===== config.mk =====
export PLATFORM = sky130hd
export DESIGN_NAME = ym3438_write_sched
export DESIGN_NICKNAME = d
export VERILOG_FILES = /design/src/rtl/ym3438_write_sched.sv
export SDC_FILE = /design/constraint.sdc
export NUM_CORES = 1
export LEC_CHECK = 0
export CELL_PAD_IN_SITES_DETAIL_PLACEMENT = 1
export CELL_PAD_IN_SITES_GLOBAL_PLACEMENT = 1
export CORE_UTILIZATION = 30
export CTS_CLUSTER_DIAMETER = 80
export DETAILED_ROUTE_END_ITERATION = 10
export GPL_ROUTABILITY_DRIVEN = 0
export PLACE_DENSITY_LB_ADDON = 0.1
export SYNTH_ARGS = -nofsm -noshare
export SYNTH_HDL_FRONTEND = slang
export SYNTH_SLANG_ARGS = --single-unit

===== constraint.sdc =====
create_clock -name MCLK -period 3.8 [get_ports MCLK]
set_input_delay 0.57 -clock MCLK [delete_from_list [all_inputs] [get_ports MCLK]]
set_output_delay 0.57 -clock MCLK [all_outputs]
set_load 0.05 [all_outputs]

===== src/rtl/ym3438_write_sched.sv =====
// ym3438_write_sched
//   Arbitrates two register-write requesters onto the ym3438 CS/WR/ADDRESS/DATA
//   bus. Each write is an address strobe, a gap, a data strobe and a busy wait.
//   The address phase is skipped when the target {bank,addr} matches the last
//   address written.
//
// Ports
//   MCLK                    single clock, rising edge
//   reset                   synchronous, active high
//   reqN_valid / reqN_ready request handshake (N = 0 host, 1 stream/DAC)
//   reqN_bank/addr/data     register bank, register number and value
//   addr_cache_inv          invalidates the last-address cache
//   bus_cs_n, bus_wr_n      chip select / write strobe, active low
//   bus_addr                {bank, data_phase}
//   bus_data                register number or value
//   idle                    high while the scheduler is idle
module ym3438_write_sched #(
    parameter int unsigned STROBE_CYCLES = 4,
    parameter int unsigned ADDR_GAP      = 6,
    parameter int unsigned BUSY_CYCLES   = 192
) (
    input  logic       MCLK,
    input  logic       reset,
    input  logic       req0_valid,
    output logic       req0_ready,
    input  logic       req0_bank,
    input  logic [7:0] req0_addr,
    input  logic [7:0] req0_data,
    input  logic       req1_valid,
    output logic       req1_ready,
    input  logic       req1_bank,
    input  logic [7:0] req1_addr,
    input  logic [7:0] req1_data,
    input  logic       addr_cache_inv,
    output logic       bus_cs_n,
    output logic       bus_wr_n,
    output logic [1:0] bus_addr,
    output logic [7:0] bus_data,
    output logic       idle
);

    // Counter load values: a phase of N cycles counts N-1 down to 0.
    localparam logic [7:0] STB_LOAD  = 8'(STROBE_CYCLES - 1);
    localparam logic [7:0] GAP_LOAD  = 8'(ADDR_GAP - 1);
    localparam logic [7:0] BUSY_LOAD = 8'(BUSY_CYCLES - 1);

    typedef enum logic [2:0] {
        S_IDLE,
        S_ADDR_STB,
        S_ADDR_GAP,
        S_DATA_STB,
        S_BUSY
    } state_t;

    state_t     state, state_nx;
    logic [7:0] cnt, cnt_nx;
    logic       strobe_n, strobe_nx;
    logic [1:0] addr_nx;
    logic [7:0] data_nx;

    logic       lat_bank;
    logic [7:0] lat_addr, lat_data;
    logic       cache_valid, cache_bank;
    logic [7:0] cache_addr;
    logic       inv_seen;
    logic       rr_ptr;

    logic       grant0, grant1, accept, sel, hit, fill;
    logic       sel_bank;
    logic [7:0] sel_addr, sel_data;

    // Round-robin grant: rr_ptr names the preferred requester when both ask.
    always_comb begin
        grant0 = (state == S_IDLE) && !reset && req0_valid && (!req1_valid || !rr_ptr);
        grant1 = (state == S_IDLE) && !reset && req1_valid && (!req0_valid || rr_ptr);
    end

    assign req0_ready = grant0;
    assign req1_ready = grant1;
    assign accept     = grant0 | grant1;
    assign sel        = grant1;
    assign sel_bank   = sel ? req1_bank : req0_bank;
    assign sel_addr   = sel ? req1_addr : req0_addr;
    assign sel_data   = sel ? req1_data : req0_data;

    // An invalidate in the accept cycle overrides a matching cache entry.
    assign hit  = cache_valid && !addr_cache_inv &&
                  (cache_bank == sel_bank) && (cache_addr == sel_addr);
    assign fill = (state == S_ADDR_STB) && (cnt == 8'd0);

    assign bus_cs_n = strobe_n;
    assign bus_wr_n = strobe_n;
    assign idle     = (state == S_IDLE);

    always_comb begin
        state_nx  = state;
        cnt_nx    = cnt;
        strobe_nx = strobe_n;
        addr_nx   = bus_addr;
        data_nx   = bus_data;
        unique case (state)
            S_IDLE: begin
                if (accept) begin
                    strobe_nx = 1'b0;
                    cnt_nx    = STB_LOAD;
                    if (hit) begin
                        state_nx = S_DATA_STB;
                        addr_nx  = {sel_bank, 1'b1};
                        data_nx  = sel_data;
                    end else begin
                        state_nx = S_ADDR_STB;
                        addr_nx  = {sel_bank, 1'b0};
                        data_nx  = sel_addr;
                    end
                end
            end
            S_ADDR_STB: begin
                if (cnt == 8'd0) begin
                    state_nx  = S_ADDR_GAP;
                    cnt_nx    = GAP_LOAD;
                    strobe_nx = 1'b1;
                end else begin
                    cnt_nx = cnt - 8'd1;
                end
            end
            S_ADDR_GAP: begin
                if (cnt == 8'd0) begin
                    state_nx  = S_DATA_STB;
                    cnt_nx    = STB_LOAD;
                    strobe_nx = 1'b0;
                    addr_nx   = {lat_bank, 1'b1};
                    data_nx   = lat_data;
                end else begin
                    cnt_nx = cnt - 8'd1;
                end
            end
            S_DATA_STB: begin
                if (cnt == 8'd0) begin
                    state_nx  = S_BUSY;
                    cnt_nx    = BUSY_LOAD;
                    strobe_nx = 1'b1;
                end else begin
                    cnt_nx = cnt - 8'd1;
                end
            end
            S_BUSY: begin
                if (cnt == 8'd0) begin
                    state_nx = S_IDLE;
                    cnt_nx   = 8'd0;
                end else begin
                    cnt_nx = cnt - 8'd1;
                end
            end
            default: begin
                state_nx  = S_IDLE;
                cnt_nx    = 8'd0;
                strobe_nx = 1'b1;
            end
        endcase
    end

    always_ff @(posedge MCLK) begin
        if (reset) begin
            state       <= S_IDLE;
            cnt         <= '0;
            strobe_n    <= 1'b1;
            bus_addr    <= '0;
            bus_data    <= '0;
            lat_bank    <= 1'b0;
            lat_addr    <= '0;
            lat_data    <= '0;
            cache_valid <= 1'b0;
            cache_bank  <= 1'b0;
            cache_addr  <= '0;
            inv_seen    <= 1'b0;
            rr_ptr      <= 1'b0;
        end else begin
            state    <= state_nx;
            cnt      <= cnt_nx;
            strobe_n <= strobe_nx;
            bus_addr <= addr_nx;
            bus_data <= data_nx;

            if (accept) begin
                lat_bank <= sel_bank;
                lat_addr <= sel_addr;
                lat_data <= sel_data;
                rr_ptr   <= ~sel;
                inv_seen <= 1'b0;
            end else if ((state == S_ADDR_STB) && addr_cache_inv) begin
                inv_seen <= 1'b1;
            end

            // An invalidate seen anywhere in the address strobe leaves the
            // refilled entry invalid; outside the fill it simply clears valid.
            if (fill) begin
                cache_valid <= ~(inv_seen | addr_cache_inv);
                cache_bank  <= lat_bank;
                cache_addr  <= lat_addr;
            end else if (addr_cache_inv) begin
                cache_valid <= 1'b0;
            end
        end
    end

endmodule

==> results of run 1 <==
layout make-up:
cell class              count  area [um^2]  share of cell area (%)
clock buffers               6         82.6                    2.30
clock inverters             2         35.0                   0.974
inverters                  18         67.6                    1.88
multi-input cells         262         1660                    46.0
flip-flops and latches     51         1020                    28.4
well taps                 111          139                    3.86
repair buffers             61          596                    16.6
where the power goes:
group | total, mW | leakage, nW | switching [mW] | internal [mW]
combinational | 1.22 | 0.899 | 0.752 | 0.465
sequential | 0.777 | 0.417 | 0.119 | 0.658
clock | 0.407 | 0.0612 | 0.194 | 0.214
state kept, by name, indices dropped and copies added (netlist names), 2 cells and up:
signal,count
bus_data,8
cache_addr,8
cnt,8
lat_addr,8
lat_data,8
state,3
bus_addr,2
kinds of logic after synthesis:
family / after synthesis / synth area share, %
buffers and inverters: 40 / 5.69
AOI/OAI and AO/OA: 101 / 24.3
adders and majority gates: 3 / 1.23
muxes: 27 / 10.0
xor gates and xnor gates: 7 / 2.16
and+or+nand+nor: 124 / 20.6
DFF: 51 / 36.0
per-layer routing:
metal  global-route usage [%]  up-vias
met5                        0        -
met4                     3.73        0
met3                     2.60        4
met2                     31.9       37
met1                     23.0     1337
li1                         -     1344
critical path, stage by stage, from the launching register on:
cell	delay [ns]
dfxtp_1	0.47
nor4_4	0.49
nand3_2	0.20
inv_2	0.29
mux2_2	0.42
a221oi_4	0.26
nand4b_4	0.26
mux2_2	0.38
a2111oi_4	0.35
stage by stage:
step | setup WS [ns] | instance area, um^2 | total power, mW | hold slack, ns | instances
final | 0.586 | 3600 | 2.40 | 0.483 | 511
after global placement | 0.550 | 3480 | 1.99 | 0.446 | 503
after CTS | 0.549 | 3600 | 2.42 | 0.482 | 511
after detailed placement | 0.445 | 3480 | 2.01 | 0.466 | 503
after floorplan | 0.832 | 2840 | 1.65 | 0.436 | 353
after global routing | 0.384 | 3600 | 2.58 | 0.503 | 511
synth_stat cells, types with 3 or more instances:
| cell type | n |
|---|---|
| nand3_1 | 6 |
| o21bai_1 | 7 |
| mux2_2 | 7 |
| a211oi_1 | 15 |
| a21oi_1 | 32 |
| clkbuf_1 | 16 |
| o22ai_1 | 3 |
| o21ai_0 | 17 |
| nand2_1 | 24 |
| inv_1 | 16 |
| nor3_1 | 9 |
| dfxtp_1 | 51 |
| a311oi_1 | 7 |
| mux2i_1 | 19 |
| nand2b_1 | 3 |
| xnor2_1 | 6 |
| a31oi_1 | 7 |
| nor2_1 | 64 |
| buf_1 | 4 |
worst paths after layout:
check                           slack (ns)        from     endpoint  depth (start not counted)
worst max-delay path                  0.59    state[2]  bus_data[7]                          8
worst min register to register        0.48  cache_bank   cache_bank                          2
worst max register to register        0.59    state[2]  bus_data[7]                          8
worst min-delay path                  0.48  cache_bank   cache_bank                          2
==> impl_metrics.csv, run 1 <==
group,metric,value,unit
route,wl_met2,4.27,mm
timing,fin_crit,3.21,ns
final_layout,fill_cells,1118,
clocking,clock_sinks,51,
route,ant_nets,0,
status,status,"completed",
synth,synth_edf_count,0,
timing,fmax,311,MHz
route,drtIter0Drc,74,
die,io_pins,54,
clocking,htree_levels,2,
power,vdd_ir_drop_max,0.247,mV
clocking,cts_setup_buffers,0,
power,power.leakage,1.38,nW
global_routing,overflow,0,
clocking,cts.repair.resized,0,
synth,synth_cell_types,51,
clocking,clk_pin_slew,0.10,ns
clocking,cts_tree,"built",
die,core_area,0.00920,mm^2
power,power_density,668,mW/mm^2
critical_path,cp_max_fo,15,
timing,slew_viol_final,0,
timing,setup_tns,0,ns
synth,ys_ff_latch,51,
synth,netlist_instances,353,
final_layout,fin_nets,440,
placed_design,port_buffers,53,
final_layout,n_antenna_cell,0,
final_layout,layout_common_cells,"64 x nor2_1, 51 x dfxtp_1, 51 x clkdlybuf4s50_1",
final_layout,area_growth_syn_to_layout,26.7,%
route,dr_wl_met3,230,um
global_routing,grt_max_degree,53,
critical_path,endpoint_kind,"flip-flop",
global_routing,grt_pass1_vias,2656,
die,die-area,0.00985,mm^2
timing,tightest_slew,0.629,ns
die,fp.dieW,99.3,um
die,start_util,30.9,%
final_layout,utilization,39.1,%
clocking,cts_max_path_buffers,2,
synth,synth_top_area_share,36.0,%
route,drc,0,
route,via_per_inst,5.33,
placed_design,dpl.hpwl,6.42,mm
run,cap_violations,0,
synth,ys_top_cells_by_area,"dfxtp_1 36%, nor2_1 8.5%, mux2i_1 6.7%, a21oi_1 5.6%, a211oi_1 4.0%",
global_routing,grt_pass1_wl,13.8,mm
timing,setup_viol,0,
route,routedWlPerCell,17.1,um
synth,synth.avg_cell_area,8.04,um^2
clocking,hold_buffers,0,
worst_hold_path,hold_path.class,"reg2reg",
clocking,cts_buffers,5,
timing,skew,0.0123,ns
clocking,clk_latency,0.32,ns
die,fp.dieH,99.3,um
synth,synth_area_leader_cell,"dfxtp_1",
final_layout,final_common_cell,"nor2_1",
synth,async_flop_share,0,%
route,routed.top_layer,"met4",
route,wl_met1,4.16,mm
route,drtPass1Iterations,4,
die,rows,35,
timing,finalHoldViolations,0,
critical_path,crit_arrival,3.43,ns
synth,yosysSeqAreaShare,36.0,%
global_routing,track_usage,17.9,%
timing,rsz0062_at_grt,"false",
synth,ys.flop_type,"dfxtp_1",
synth,ys_warn_count,0,
critical_path,crit_type,"reg2reg",
clocking,cts_root_buf,"clkbuf_8",
timing,fin_crit_sh,84.6,%
route,route.vias.total,2722,
timing,slew_headroom,57.9,%
final_layout,drive_gt1_share,8.75,%
synth,synth_area,0.00284,mm^2
synth,synth_nets,394,
global_routing,antenna_found_initial,0,
route,wirelength,8.72,mm
critical_path,cp.required,4.02,ns
critical_path,start_kind,"flip-flop",
Power figures use the tool's default switching activity.
==> run 2, diff against run 1 <==
Clock period 3.8 ns to 3.1 ns, I/O delays scaled along.
==> impl_metrics.csv, run 2 (same netlist as run 1, synthesis figures left out) <==
group,metric,value,unit
status,status,"completed",
power,power.leakage,1.42,nW
worst_hold_path,min_from,"cache_bank",
worst_hold_path,whs_endpoint,"cache_bank",
final_layout,instances_no_fill,524,
final_layout,layout_common_cells,"64 x nor2_1, 51 x dfxtp_1, 50 x clkdlybuf4s50_1",
placed_design,dp_slack,0.0561,ns
global_routing,overflow,0,
final_layout,drive_gt1_share,11.6,%
timing,timing.hold.ws,0.474,ns
placed_design,dpl.hpwl,6.63,mm
route,route.vias.total,2780,
critical_path,regToRegSetupSlack,0.32,ns
critical_path,cp_max_fo,5,
final_layout,fill_cells,1131,
timing,layout_setup_ws,0.320,ns
timing,fin_crit,2.78,ns
power,finalPower,2.95,mW
critical_path,endpoint_kind,"flip-flop",
timing,fmax,360,MHz
critical_path,crit_type,"reg2reg",
timing,rsz0062_at_grt,"false",
clocking,cts_buffers,5,
global_routing,grt_pass1_vias,2887,
placed_design,placed_cell_area,0.00357,mm^2
critical_path,reg2reg_from,"state[2]",
final_layout,final_common_cell,"nor2_1",
critical_path,worstRegToRegCells,7,
worst_hold_path,hold_path.class,"reg2reg",
route,drtIter0Drc,58,
timing,slew_viol_final,0,
die,fp.dieW,99.3,um
timing,skew,0.0151,ns
clocking,clock_sinks,51,
timing,setup_viol,0,
die,io_pins,54,
timing,finalHoldViolations,0,
clocking,clk_latency,0.32,ns
clocking,cts_setup_buffers,0,
final_layout,fin_nets,453,
run,cap_violations,0,
clocking,cts.repair.resized,0,
die,fp.dieH,99.3,um
clocking,cts_root_buf,"clkbuf_8",
clocking,htree_levels,2,
final_layout,utilization,39.8,%
die,start_util,30.9,%
timing,fin_crit_sh,89.7,%
final_layout,fin_area,0.00366,mm^2
clocking,cts_max_path_buffers,2,
timing,tightest_slew,0.616,ns
global_routing,antenna_found_initial,0,
placed_design,port_buffers,53,
die,rows,35,
global_routing,track_usage,19.1,%
final_layout,area_growth_syn_to_layout,29.1,%
placed_design,dp_cells,516,
route,drtPass1Iterations,4,
die,core_area,0.00920,mm^2
clocking,clk_pin_slew,0.11,ns
power,vdd_ir_drop_max,0.283,mV
timing,setup_tns,0,ns
route,drc,0,
critical_path,crit_arrival,3.01,ns
die,die-area,0.00985,mm^2
worst_hold_path,min_path_cells,2,
clocking,hold_buffers,0,
route,via_per_inst,5.31,
critical_path,start_kind,"flip-flop",
global_routing,grt_max_degree,53,
power,power_density,806,mW/mm^2
critical_path,cp.required,3.33,ns
global_routing,grt_pass1_wl,14.8,mm
route,routedWlPerCell,16.9,um
clocking,cts_tree,"built",
timing,slew_headroom,58.8,%
critical_path,r2r-end,"bus_data[3]",
route,ant_nets,0,
final_layout,n_antenna_cell,0,
route,wirelength,8.87,mm
[run 2: changes by cell type in the layout (fill, tap and decap cells not counted)]
cell,previous run,this run
buf_4,8,22
clkbuf_8,6,5
clkinvlp_4,0,1
clkinv_2,1,0
clkbuf_1,0,1
bufinv_16,1,0
clkdlybuf4s50_1,51,50
inv_6,0,1
[run 2: how the worst max path moves through the flow]
| stage | end | from | cells past startpoint |
|---|---|---|---|
| 6_report | bus_data[3] | state[2] | 7 |
| 3_3_place_gp | bus_data[3] | req0_valid | 8 |
| 5_1_grt | bus_data[3] | state[2] | 7 |
| 2_1_floorplan | bus_data[3] | reset | 8 |
| 4_1_cts | bus_data[3] | state[2] | 7 |
| 3_5_place_dp | bus_data[3] | req0_valid | 8 |
[run 2: layout make-up]
| cell class | count | area (um^2) | share of cell area, % |
|---|---|---|---|
| Clock buffer | 6 | 72.6 | 1.98 |
| Clock inverter | 2 | 16.3 | 0.444 |
| Inverter | 18 | 67.6 | 1.84 |
| Multi-Input combinational cell | 262 | 1660 | 45.2 |
| Sequential cell | 51 | 1020 | 27.9 |
| Tap cell | 111 | 139 | 3.79 |
| Timing Repair Buffer | 74 | 691 | 18.9 |
[run 2: critical path: stages, from the launching register on]
cell and delay [ns]:
dfxtp_1 0.34, nor4_4 0.39, nand3_2 0.18, or4_4 0.59, a221oi_4 0.33, nand4b_4 0.19, mux2_4 0.34, a2111oi_2 0.34
[run 2: metal layers]
layer  GRT usage, %  wire, um
met1           24.9      4240
met5              0         0
met3           2.53       188
met2           33.2      4330
met4           4.98       118
[run 2: power breakdown]
part | switching, mW | internal (mW) | total, mW
sequential | 0.129 | 0.807 | 0.936
combinational | 0.962 | 0.649 | 1.61
clock | 0.242 | 0.163 | 0.405
